File: src/rtl/bram_read_streamer_pkg.sv
// Shared definitions for the BRAM read streamer.
// Optional tag support is selected with the macro BRAM_READ_STREAMER_TAG_EN.
package bram_read_streamer_pkg;

  // Cycles from an accepted request to registered data on bram_dout
  localparam int READ_LATENCY = 2;

  // Field widths of the response record in the default configuration
  localparam int RESP_DATA_W = 18;
  localparam int RESP_TAG_W  = 4;

  // One response as seen by the consumer
  typedef struct packed {
`ifdef BRAM_READ_STREAMER_TAG_EN
    logic [RESP_TAG_W-1:0]  tag;
`endif
    logic [RESP_DATA_W-1:0] data;
  } resp_t;

endpackage

File: src/rtl/bram_read_streamer_stream_fifo.sv
// Synchronous response FIFO used by the BRAM read streamer.
// Storage is not reset; only pointers and occupancy are.
module stream_fifo #(
  parameter int WIDTH = 18,
  parameter int DEPTH = 4
) (
  input  logic                     clock,
  input  logic                     reset_n,
  input  logic                     push,
  input  logic [WIDTH-1:0]         push_data,
  input  logic                     pop,
  output logic [WIDTH-1:0]         pop_data,
  output logic                     full,
  output logic                     empty,
  output logic [$clog2(DEPTH):0]   count
);

  localparam int PTR_W = $clog2(DEPTH);

  logic [WIDTH-1:0] mem_q [DEPTH];
  logic [PTR_W-1:0] wr_ptr_d, wr_ptr_q;
  logic [PTR_W-1:0] rd_ptr_d, rd_ptr_q;
  logic [PTR_W:0]   count_d, count_q;
  logic             do_push, do_pop;

  // Qualify push/pop and compute next pointers and occupancy
  always_comb begin
    do_pop   = pop && (count_q != '0);
    // A pop in the same cycle frees the slot the incoming word needs
    do_push  = push && ((count_q != (PTR_W+1)'(DEPTH)) || do_pop);
    wr_ptr_d = wr_ptr_q + PTR_W'(do_push);
    rd_ptr_d = rd_ptr_q + PTR_W'(do_pop);
    count_d  = count_q + (PTR_W+1)'(do_push) - (PTR_W+1)'(do_pop);
  end

  // Pointer and occupancy registers
  always_ff @(posedge clock) begin
    if (!reset_n) begin
      wr_ptr_q <= '0;
      rd_ptr_q <= '0;
      count_q  <= '0;
    end else begin
      wr_ptr_q <= wr_ptr_d;
      rd_ptr_q <= rd_ptr_d;
      count_q  <= count_d;
    end
  end

  // Word storage
  always_ff @(posedge clock) begin
    if (do_push) mem_q[wr_ptr_q] <= push_data;
  end

  assign pop_data = mem_q[rd_ptr_q];
  assign full     = (count_q == (PTR_W+1)'(DEPTH));
  assign empty    = (count_q == '0);
  assign count    = count_q;

endmodule

File: src/rtl/bram_read_streamer.sv
// Streams read requests into a 2-cycle registered BRAM and returns the words
// in order through a credit-controlled response FIFO.
// Define BRAM_READ_STREAMER_TAG_EN to carry a per-request tag to resp_tag.
module bram_read_streamer
  import bram_read_streamer_pkg::*;
#(
  parameter int ADDR_WIDTH = 10,
  parameter int DATA_WIDTH = 18,
  parameter int FIFO_DEPTH = 4,
  parameter int TAG_WIDTH  = 4
) (
  input  logic                  clock,
  input  logic                  reset_n,
  input  logic                  req_valid,
  output logic                  req_ready,
  input  logic [ADDR_WIDTH-1:0] req_addr,
  output logic                  resp_valid,
  input  logic                  resp_ready,
  output logic [DATA_WIDTH-1:0] resp_data,
  output logic                  bram_en,
  output logic [ADDR_WIDTH-1:0] bram_addr,
  output logic                  bram_regce,
  output logic                  bram_reset,
  input  logic [DATA_WIDTH-1:0] bram_dout
`ifdef BRAM_READ_STREAMER_TAG_EN
  ,
  input  logic [TAG_WIDTH-1:0]  req_tag,
  output logic [TAG_WIDTH-1:0]  resp_tag
`endif
);

`ifdef BRAM_READ_STREAMER_TAG_EN
  localparam bit TAG_EN = 1'b1;
`else
  localparam bit TAG_EN = 1'b0;
`endif
  localparam int ENTRY_W = DATA_WIDTH + (TAG_EN ? TAG_WIDTH : 0);
  localparam int CNT_W   = $clog2(FIFO_DEPTH) + 1;
  // Outstanding = buffered words plus reads still inside the BRAM
  localparam int OUT_W   = $clog2(FIFO_DEPTH + READ_LATENCY + 1);

  logic               accept;
  logic [OUT_W-1:0]   outstanding;
  logic               vld_p1_d, vld_p1_q;
  logic               vld_p2_d, vld_p2_q;
  logic [ENTRY_W-1:0] push_data, pop_data;
  logic               fifo_pop, fifo_full, fifo_empty;
  logic [CNT_W-1:0]   fifo_count;

  // Stage p0: credit check from registered state, issue the BRAM read
  always_comb begin
    outstanding = OUT_W'(fifo_count) + OUT_W'(vld_p1_q) + OUT_W'(vld_p2_q);
    req_ready   = reset_n && !fifo_full && (outstanding < OUT_W'(FIFO_DEPTH));
    accept      = req_valid && req_ready;
    vld_p1_d    = accept;
    vld_p2_d    = vld_p1_q;
  end

  // Stages p1/p2: valid shift register following each read through the BRAM
  always_ff @(posedge clock) begin
    if (!reset_n) begin
      vld_p1_q <= 1'b0;
      vld_p2_q <= 1'b0;
    end else begin
      vld_p1_q <= vld_p1_d;
      vld_p2_q <= vld_p2_d;
    end
  end

`ifdef BRAM_READ_STREAMER_TAG_EN
  logic [TAG_WIDTH-1:0] tag_p1_d, tag_p1_q;
  logic [TAG_WIDTH-1:0] tag_p2_d, tag_p2_q;

  // Tags ride the same two stages so each meets its word at the FIFO
  always_comb begin
    tag_p1_d = req_tag;
    tag_p2_d = tag_p1_q;
  end

  // Tag pipeline registers (data only, no reset)
  always_ff @(posedge clock) begin
    tag_p1_q <= tag_p1_d;
    tag_p2_q <= tag_p2_d;
  end

  assign push_data = {tag_p2_q, bram_dout};
  assign resp_tag  = pop_data[ENTRY_W-1:DATA_WIDTH];
`else
  assign push_data = bram_dout;
`endif

  assign bram_en    = accept;
  assign bram_addr  = req_addr;
  assign bram_regce = vld_p1_q;
  assign bram_reset = ~reset_n;

  // Stage p3: response buffer; credits guarantee room for every arriving word
  stream_fifo #(
    .WIDTH (ENTRY_W),
    .DEPTH (FIFO_DEPTH)
  ) u_fifo (
    .clock     (clock),
    .reset_n   (reset_n),
    .push      (vld_p2_q),
    .push_data (push_data),
    .pop       (fifo_pop),
    .pop_data  (pop_data),
    .full      (fifo_full),
    .empty     (fifo_empty),
    .count     (fifo_count)
  );

  assign resp_valid = reset_n && !fifo_empty;
  assign resp_data  = pop_data[DATA_WIDTH-1:0];
  assign fifo_pop   = resp_valid && resp_ready;

endmodule

File: config.mk
export PLATFORM = sky130hd
export DESIGN_NAME = bram_read_streamer
export DESIGN_NICKNAME = d
export VERILOG_FILES = /design/src/rtl/bram_read_streamer_pkg.sv /design/src/rtl/bram_read_streamer_stream_fifo.sv /design/src/rtl/bram_read_streamer.sv
export SDC_FILE = /design/constraint.sdc
export NUM_CORES = 1
export LEC_CHECK = 0
export CORE_MARGIN = 3
export CORE_UTILIZATION = 46
export CTS_BUF_LIST = sky130_fd_sc_hd__clkbuf_16
export DETAILED_ROUTE_END_ITERATION = 6
export GPL_TIMING_DRIVEN = 0
export PLACE_DENSITY = 0.75
export SYNTH_ARGS = -nofsm -noshare
export SYNTH_HDL_FRONTEND = slang
export SYNTH_HIERARCHICAL = 1
export SYNTH_SLANG_ARGS = --single-unit
export TNS_END_PERCENT = 50
File: constraint.sdc
create_clock -name clock -period 3.4 [get_ports clock]
set_input_delay 0.68 -clock clock [delete_from_list [all_inputs] [get_ports clock]]
set_output_delay 0.68 -clock clock [all_outputs]
set_load 0.005 [all_outputs]
---- Word-level counts from Yosys, hierarchy flattened ----
Memory sizes are Yosys's and may differ from the RTL's. A register that Yosys moved wholly into a read port is not among the register bits.
Cells that the tools add are included.
cells by class
  $add $sub $neg .......................... 6
  order comparisons ....................... 1
  equality and inequality tests ........... 2
  mux-type cells .......................... 3
  bitwise operators ....................... 1
  reduce and logical (&&, ||, !) cells .... 12
operators by type and width
  kind                                          number
  adder 3 x 1 -> 3 bit                          3
  logical AND 1 bit                             7
  adder 2 x 1 -> 2 bit                          2
  equality test 3 bit, second input constant    1
  logical NOT 3 bit                             1
  < comparator 3 bit, second input constant     1
  inequality test 3 bit, second input constant  1
  nonzero test 3 bit                            1
  subtractor 3 x 1 -> 3 bit                     1
  logical NOT 1 bit                             2
  2-to-1 mux 1 bit                              2
  2-to-1 mux 2 bit                              1
  logical OR 1 bit                              1
  NOT 1 bit                                     1
storage, ports and cells
  flip-flop bits (word level) ............. 9
  RAM bits ................................ 72
  output and inout bits ................... 33
  logic and storage cells ................. 31
  memories ................................ 1
memory list
  memory        words  bits a word  read ports  clocked after memory_dff  wr ports  RTL line                              text
  u_fifo.mem_q  4      18           1           1                         1         bram_read_streamer_stream_fifo.sv:20  logic [WIDTH-1:0] mem_q [DEPTH];

---- Logic depth before layout (Yosys ltp) ----
  depth after elaboration ................. 9
  gate-level depth with buffers ........... 10

---- Modules after synthesis ----
Netlist, hierarchy kept.
by module, submodules not included
  module              instances  cells an instance  area an instance (sq um)  seq. area each (sq um)
  stream_fifo         1          131                3039.2                    2302.2
  bram_read_streamer  1          25                 198.9                     40.0

---- Worst setup path before layout ----
Ideal clock, no wire load.
  kind .................................... input -> register
  start ................................... in reset_n
  end ..................................... mem u_fifo.mem_q[0][0] (enable)
  data arrival time ....................... 3.125 ns
  slack ................................... -0.171 ns
  stages on the path ...................... 5
  buffers on the path ..................... 0
  cells stage by stage .................... inv_1 -> nor2_1 -> and2_1 -> nor4b_2 -> nor4b_1
on the way
  cells in the longest elaborated chain, start to end .. 7
ends and longest elaborated chain
  item                                    RTL line                              text
  from (decl)                             bram_read_streamer.sv:13              input logic reset_n,
  logical AND 1 bit                       bram_read_streamer.sv:113             assign resp_valid = reset_n && !fifo_empty;
  net resp_valid                          bram_read_streamer.sv:17              output logic resp_valid,
  logical AND 1 bit                       bram_read_streamer.sv:115             assign fifo_pop = resp_valid && resp_ready;
  net fifo_pop                            bram_read_streamer.sv:47              logic fifo_pop, fifo_full, fifo_empty;
  logical AND 1 bit                       bram_read_streamer_stream_fifo.sv:28  do_pop = pop && (count_q != '0);
  logical OR 1 bit                        bram_read_streamer_stream_fifo.sv:30  do_push = push && ((count_q != (PTR_W+1)'(DEPTH)) || do_pop);
  logical AND 1 bit                       bram_read_streamer_stream_fifo.sv:30
  2-to-1 mux 1 bit                        bram_read_streamer_stream_fifo.sv:51  if (do_push) mem_q[wr_ptr_q] <= push_data;
  2-to-1 mux 1 bit (not written as such)  bram_read_streamer_stream_fifo.sv:51
  to (decl)                               bram_read_streamer_stream_fifo.sv:20
The timed path passes the listed nets, and every way through them passes these cells.

---- Worst setup path in the final report ----
  start ................................... reg vld_p2_q
  end ..................................... out bram_en
on the way
  cells in the longest elaborated chain, start to end .. 4
ends and longest elaborated chain
  item                    RTL line                  text
  from (decl)             bram_read_streamer.sv:45  logic vld_p2_d, vld_p2_q;
  from (signal assigned)  bram_read_streamer.sv:66  vld_p2_q <= vld_p2_d;
  adder 3 x 1 -> 3 bit    bram_read_streamer.sv:52  outstanding = OUT_W'(fifo_count) + OUT_W'(vld_p1_q) + OUT_W'(vld_p2_q);
  < comparator 3 bit      bram_read_streamer.sv:53  req_ready = reset_n && !fifo_full && (outstanding < OUT_W'(FIFO_DEPTH));
  logical AND 1 bit       bram_read_streamer.sv:53
  logical AND 1 bit       bram_read_streamer.sv:54  accept = req_valid && req_ready;
  to (decl)               bram_read_streamer.sv:20  output logic bram_en,
No other way between the ends.

==> impl_metrics.csv <==
group,metric,value,unit
die,fp.dieArea,0.00808,mm2
yosys,syn_avg_cell_area,20.8,um2
detailed_routing,dr.pass1.iters,4,
critical_path,end_kind,"output pin",
yosys,synth_area,0.00324,mm2
die,initial_utilization,49.3,%
global_routing,antenna_found_initial,0,
global_routing,grt_pass1_wl,8820,um
critical_path,r2r_start,"u_fifo/count[1]",
sta,finalCritPeriodShare,87.0,%
critical_path,required,2.72,ns
sta,holdWs,0.501,ns
clocking,cts_resized,0,
sta,relSlewSlack,41.8,%
critical_path,crit_start,"vld_p2_q",
detailed_routing,avgViaCountPerCell,5.13,
yosys,ys_ff_latch,81,
final_layout,final_net_count,264,
critical_path,critPathLaunchType,"flop",
critical_path,critPathKind,"flop to output pin",
die,coreArea,0.00657,mm2
die,dieHeight,89.9,um
clocking,tritoncts,"yes",
final_layout,seqCellArea,0.00234,mm2
clocking,cts-htree-levels,3,
detailed_routing,drtIter0Drc,74,
sta,fin_skew,0.00498,ns
yosys,synth_edf_count,72,
sta,rsz0062_at_grt,"false",
yosys,synth_nets,193,
die,placementRows,29,
global_routing,grt_pass1_vias,1725,
placement,post-place-ws,0.151,ns
clocking,clockRootBuffer,"clkbuf_16",
final_layout,multiInputGateArea,808,um2
flow_run,cap_violations,0,
sta,min_period,2.96,ns
die,ios,65,
pwr,power_per_cell_area,521,mW/mm2
sta,worst_slew_pin_slew,0.871,ns
pwr,irDropWorstVdd,0.000296,V
run_status,status,"finished, final reports clean",
clocking,clock_latency,0.33,ns
sta,fmax,338,MHz
global_routing,overflow,0,
critical_path,crit_fanout,9,
global_routing,grtUsageTotal,14.3,%
clocking,hold_buffers,0,
yosys,ys_types,31,
yosys,postSynth.asyncResetShare,0,%
clocking,cts_setup_buffers,0,
sta,finalSetupViolations,0,
yosys,synthFlopType,"edfxtp_1",
placement,portBuffers,54,
detailed_routing,dr_total_vias,1666,
min_path,hold_class,"flop to flop",
final_layout,fillers,436,
detailed_routing,route.detailed.drc,0,
clocking,clock_path_buffers,2,
yosys,ys_seq_area_share,72.3,%
min_path,hp-start,"bram_regce",
die,die_w,89.9,um
yosys,netlist_instances,156,
clocking,cts_buffers,9,
final_layout,n_antenna_cell,0,
placement,dp.final_hpwl,3710,um
detailed_routing,routed_wl,5370,um
global_routing,grt_start_max_net_pins,14,
placement,place_congestion,0.708,
final_layout,drive_above_1_share,21.6,%
pwr,leakage,0.00153,uW
sta,hold_viol_final,0,
clocking,clk_pin_slew,0.06,ns
clocking,cts.sinks,81,
detailed_routing,post_drt_wl_per_cell,16.5,um
detailed_routing,route.antenna.remaining_nets,0,
sta,drv_slew,0,
sta,setup_ws,0.443,ns
final_layout,syn_to_final_growth,34.2,%
yosys,ys_warn_count,6,
critical_path,crit_arrival,2.28,ns
## critical path, cell delays in order, from the launching register on
cell,delay [ns]
dfxtp_1,0.50
ha_1,0.29
a21o_1,0.17
a21o_1,0.20
a211oi_1,0.24
clkdlybuf4s50_1,0.55
## sequential cells by signal, summed over array words and instances (netlist names)
name,count
u_fifo/mem_q,72
u_fifo/count,3
u_fifo/rd_ptr_q,2
u_fifo/wr_ptr_q,2
bram_regce,1
vld_p2_q,1
## final cells by class
class	count	share of cell area [%]
Clock buffer	9	5.18
Clock inverter	7	2.53
Buffer	14	2.68
Timing Repair Buffer	60	14.2
Tap cell	93	2.68
Sequential cell	81	53.9
Inverter	3	0.259
Multi-Input combinational cell	58	18.6
## Yosys cell counts, drive strengths merged (2+ instances only)
cell type  count  area share [%]
edfxtp        72              67
mux4          18              13
buf           14             3.6
dfxtp          9             5.6
and2           7             1.4
ha             4             1.5
nor2b          4            0.77
inv            3            0.35
nor3b          3            0.70
xor2           3            0.81
a211oi         2            0.46
a21o           2            0.46
nor3           2            0.31
nor4b          2            0.73
## worst paths after layout
kind | to | slack (ns) | depth (start not counted)
worst max-delay path | bram_en | 0.44 | 5
worst max register to register | u_fifo/mem_q[3][4] | 0.73 | 7
worst min-delay path | vld_p2_q | 0.50 | 1
worst min register to register | vld_p2_q | 0.50 | 1
## where the power goes
group | total, uW | leakage [uW] | internal, uW | switching, uW
clock network | 1060 | 0.000166 | 710 | 354
registers | 1100 | 0.000723 | 1100 | 5.82
logic | 99.5 | 0.000636 | 66.8 | 32.8
## cell families (layout without fill, tap and decap cells)
family	count (synthesis)	after routing	synth area share, %
AOI/OAI and AO/OA	7	7	1.62
xor gates and xnor gates	4	4	1.51
adders and majority gates	5	5	2.16
buffers and inverters	17	93	3.94
DFF	81	81	72.3
muxes	18	18	13.4
and+or+nand+nor	24	24	4.98
## metal layers
metal  GRT usage (%)  vias up  part of all wire, %
li1                -      769                    -
met1            18.4      824                   44
met2            22.4       63                   48
met3            4.76       10                  6.2
met4            6.51        0                  1.7
met5               0        -                    0
## cell usage in the layout, fill, tap and decap left out, drive strengths merged, types with 4 or more instances in the layout
master,synthesis,routed
nor2b,4,4
clkbuf,0,9
ha,4,4
clkdlybuf4s50,0,54
buf,14,20
edfxtp,72,72
inv,3,4
dfxtp,9,9
and2,7,7
mux4,18,18
## stage by stage
| stage | std cells | setup TNS (ns) | util, % | total power [uW] | instance area (um2) |
|---|---|---|---|---|---|
| finish | 325 | 0 | 66.2 | 2260 | 4350 |
| floorplan | 156 | -1.13 | - | 1150 | 3240 |
| CTS | 325 | 0 | 66.2 | 2290 | 4350 |
| detailed placement | 309 | 0 | 61.1 | 1220 | 4010 |
| global route | 325 | 0 | 66.2 | 2330 | 4350 |
| global placement | 303 | -91.29 | 59.4 | 1220 | 3900 |
No activity file was read; power rests on OpenSTA's default activity.
==> variant (same settings) <==
`ADDR_WIDTH`: 10 -> 9.
--- a/src/rtl/bram_read_streamer.sv
+++ b/src/rtl/bram_read_streamer.sv
@@ -4,7 +4,7 @@
 module bram_read_streamer
   import bram_read_streamer_pkg::*;
 #(
-  parameter int ADDR_WIDTH = 10,
+  parameter int ADDR_WIDTH = 9,
   parameter int DATA_WIDTH = 18,
   parameter int FIFO_DEPTH = 4,
   parameter int TAG_WIDTH  = 4
Interface: changed (resized bram_addr and req_addr); port bits go from 65 to 63. The function was not compared with the original's and may differ.
==> variant against the original RTL <==
Total power is 3.5% lower. Clock skew down 0.0014 ns. Global-route usage up 0.38 points. Cell area down 1.6%. Worst hold slack better by 0.0035 ns. Sequential power about the same. Synthesized area decreased by 0.23%. Highest routed layer unchanged. Non-clock buffer count fell by 4. Sequential cell count unchanged. Routed wire length up 5.9%. Worst setup slack improved by 0.022 ns. Critical path type unchanged.
==> variant: results (changes against the original RTL) <==
status:
  status: "finished clean"
yosys:
  syn_nets: 191  # -1.0%
  yosys_warnings: 6  # unchanged
  synthMuxAreaShare: 0.135  # +0.000312
  synth_compound_area_frac: 0.0163  # +0.0000377
  synthTopCellsByCount: "edfxtp_1 (72), mux4_2 (10), buf_4 (9), dfxtp_1 (9), mux4_1 (8)"
  synth_cell_types: 31  # unchanged
  synth_area_leaders: "edfxtp_1 (67%), mux4_2 (7.0%), mux4_1 (6.5%)"
  synth-adder-area-share: 0.0217  # +0.0000503
  synth_top_area_share: 0.669  # +0.00155
  synth_xor_area_frac: 0.0151  # +0.0000350
  synth_edf_count: 72  # unchanged
  synth.yosys.seq_area_share: 0.725  # +0.00168
global_routing:
  met2_usage: 0.242  # +0.0188
  grt_pass1_vias: 1718  # -0.41%
  use_met3: 0.0359  # -0.0117
  grt_pass1_wl_mm: 9.03  # +2.3%
  antenna_found_initial: 0  # unchanged
  grt_usage: 0.147  # +0.00379
  grt_util_met1: 0.183  # -0.000730
  grt_max_degree: 14  # unchanged
worst_setup_path:
  r2r-end: "u_fifo/mem_q[3][7]$_DFFE_PP_"
  rr_worst_depth: 6  # -1
  r2r_slack_ns: 0.72
  critical_path.slowest_cell: "clkdlybuf4s50_1"
  r2r_start: "u_fifo/count[1]$_SDFF_PN0_"
  arrival_ns: 2.26  # -0.02 ns
detailed_routing:
  wl_met3_um: 265  # -20%
  dr.pass1.iters: 4  # unchanged
  wl_mm: 5.69  # +5.9%
  drt_iter0_markers: 60  # -19%
  met1_length_mm: 2.37  # +0.68%
  top_layer: "met4"
  wl_met2_mm: 2.93  # +13%
  drt-vias-per-instance: 5.17  # +0.89%
cells_and_area:
  layout.nets: 259  # -1.9%
  final.fill_count: 445  # +2.1%
  layout-drive-gt1-share: 0.211  # -0.00406
min_path:
  hold_end: "vld_p2_q$_SDFF_PN0_"
  min_path_type: "register to register"
placed_design:
  io_buffers: 53  # -1.9%
  place.gp.congestion: 0.717  # +1.4%
  dp_hpwl_mm: 3.76  # +1.4%
  post-place-ws_ns: 0.147  # -0.00474 ns
pwr:
  ir_drop_v: 0.000235  # -21%
  p_clk_frac: 0.451  # -0.019
  p_comb_frac: 0.045
  p_sw_w: 0.000389  # -0.97%
  power_leakage_nw: 1.49  # -2.2%
sta:
  worst_slack_ns: 0.465  # +0.0221 ns
  tightest_slew_ns: 0.907  # +0.0365 ns
  finalClockSkew_ns: 0.00359  # -0.00139 ns
clocking:
  clk_latency_ns: 0.32
  cts_root_buf: "clkbuf_16"
  clk_pin_slew_ns: 0.06  # about the same
  htree_levels: 3  # unchanged
variant: changes by cell type after synthesis:
cell	delta
buf_4	-1
variant: worst max-delay path, delay by kind of cell, from the launching register on:
family | cells | cell delay [ns]
AOI/OAI and AO/OA | 3 | 0.58
buffers and inverters | 1 | 0.55
adders and majority gates | 1 | 0.29
DFF | 1 | 0.50
variant: final cells by class:
class,instances,area [sq um],share of cell area
Tap cell,93,116,0.0272
Inverter,3,11.3,0.00263
Timing Repair Buffer,57,583,0.136
Multi-Input combinational cell,58,808,0.189
Clock buffer,9,225,0.0526
Clock inverter,6,82.6,0.0193
Buffer,13,109,0.0254
Sequential cell,81,2340,0.548
variant: through the flow:
step / total power (W) / std cells / cell area (sq um) / hold WS (ns)
floorplan: 0.00115 / 155 / 3240 / 0.496
global route: 0.00225 / 320 / 4280 / 0.530
CTS: 0.00221 / 320 / 4280 / 0.509
global placement: 0.00121 / 301 / 3880 / 0.499
finish: 0.00218 / 320 / 4280 / 0.504
detailed placement: 0.00122 / 305 / 3970 / 0.491
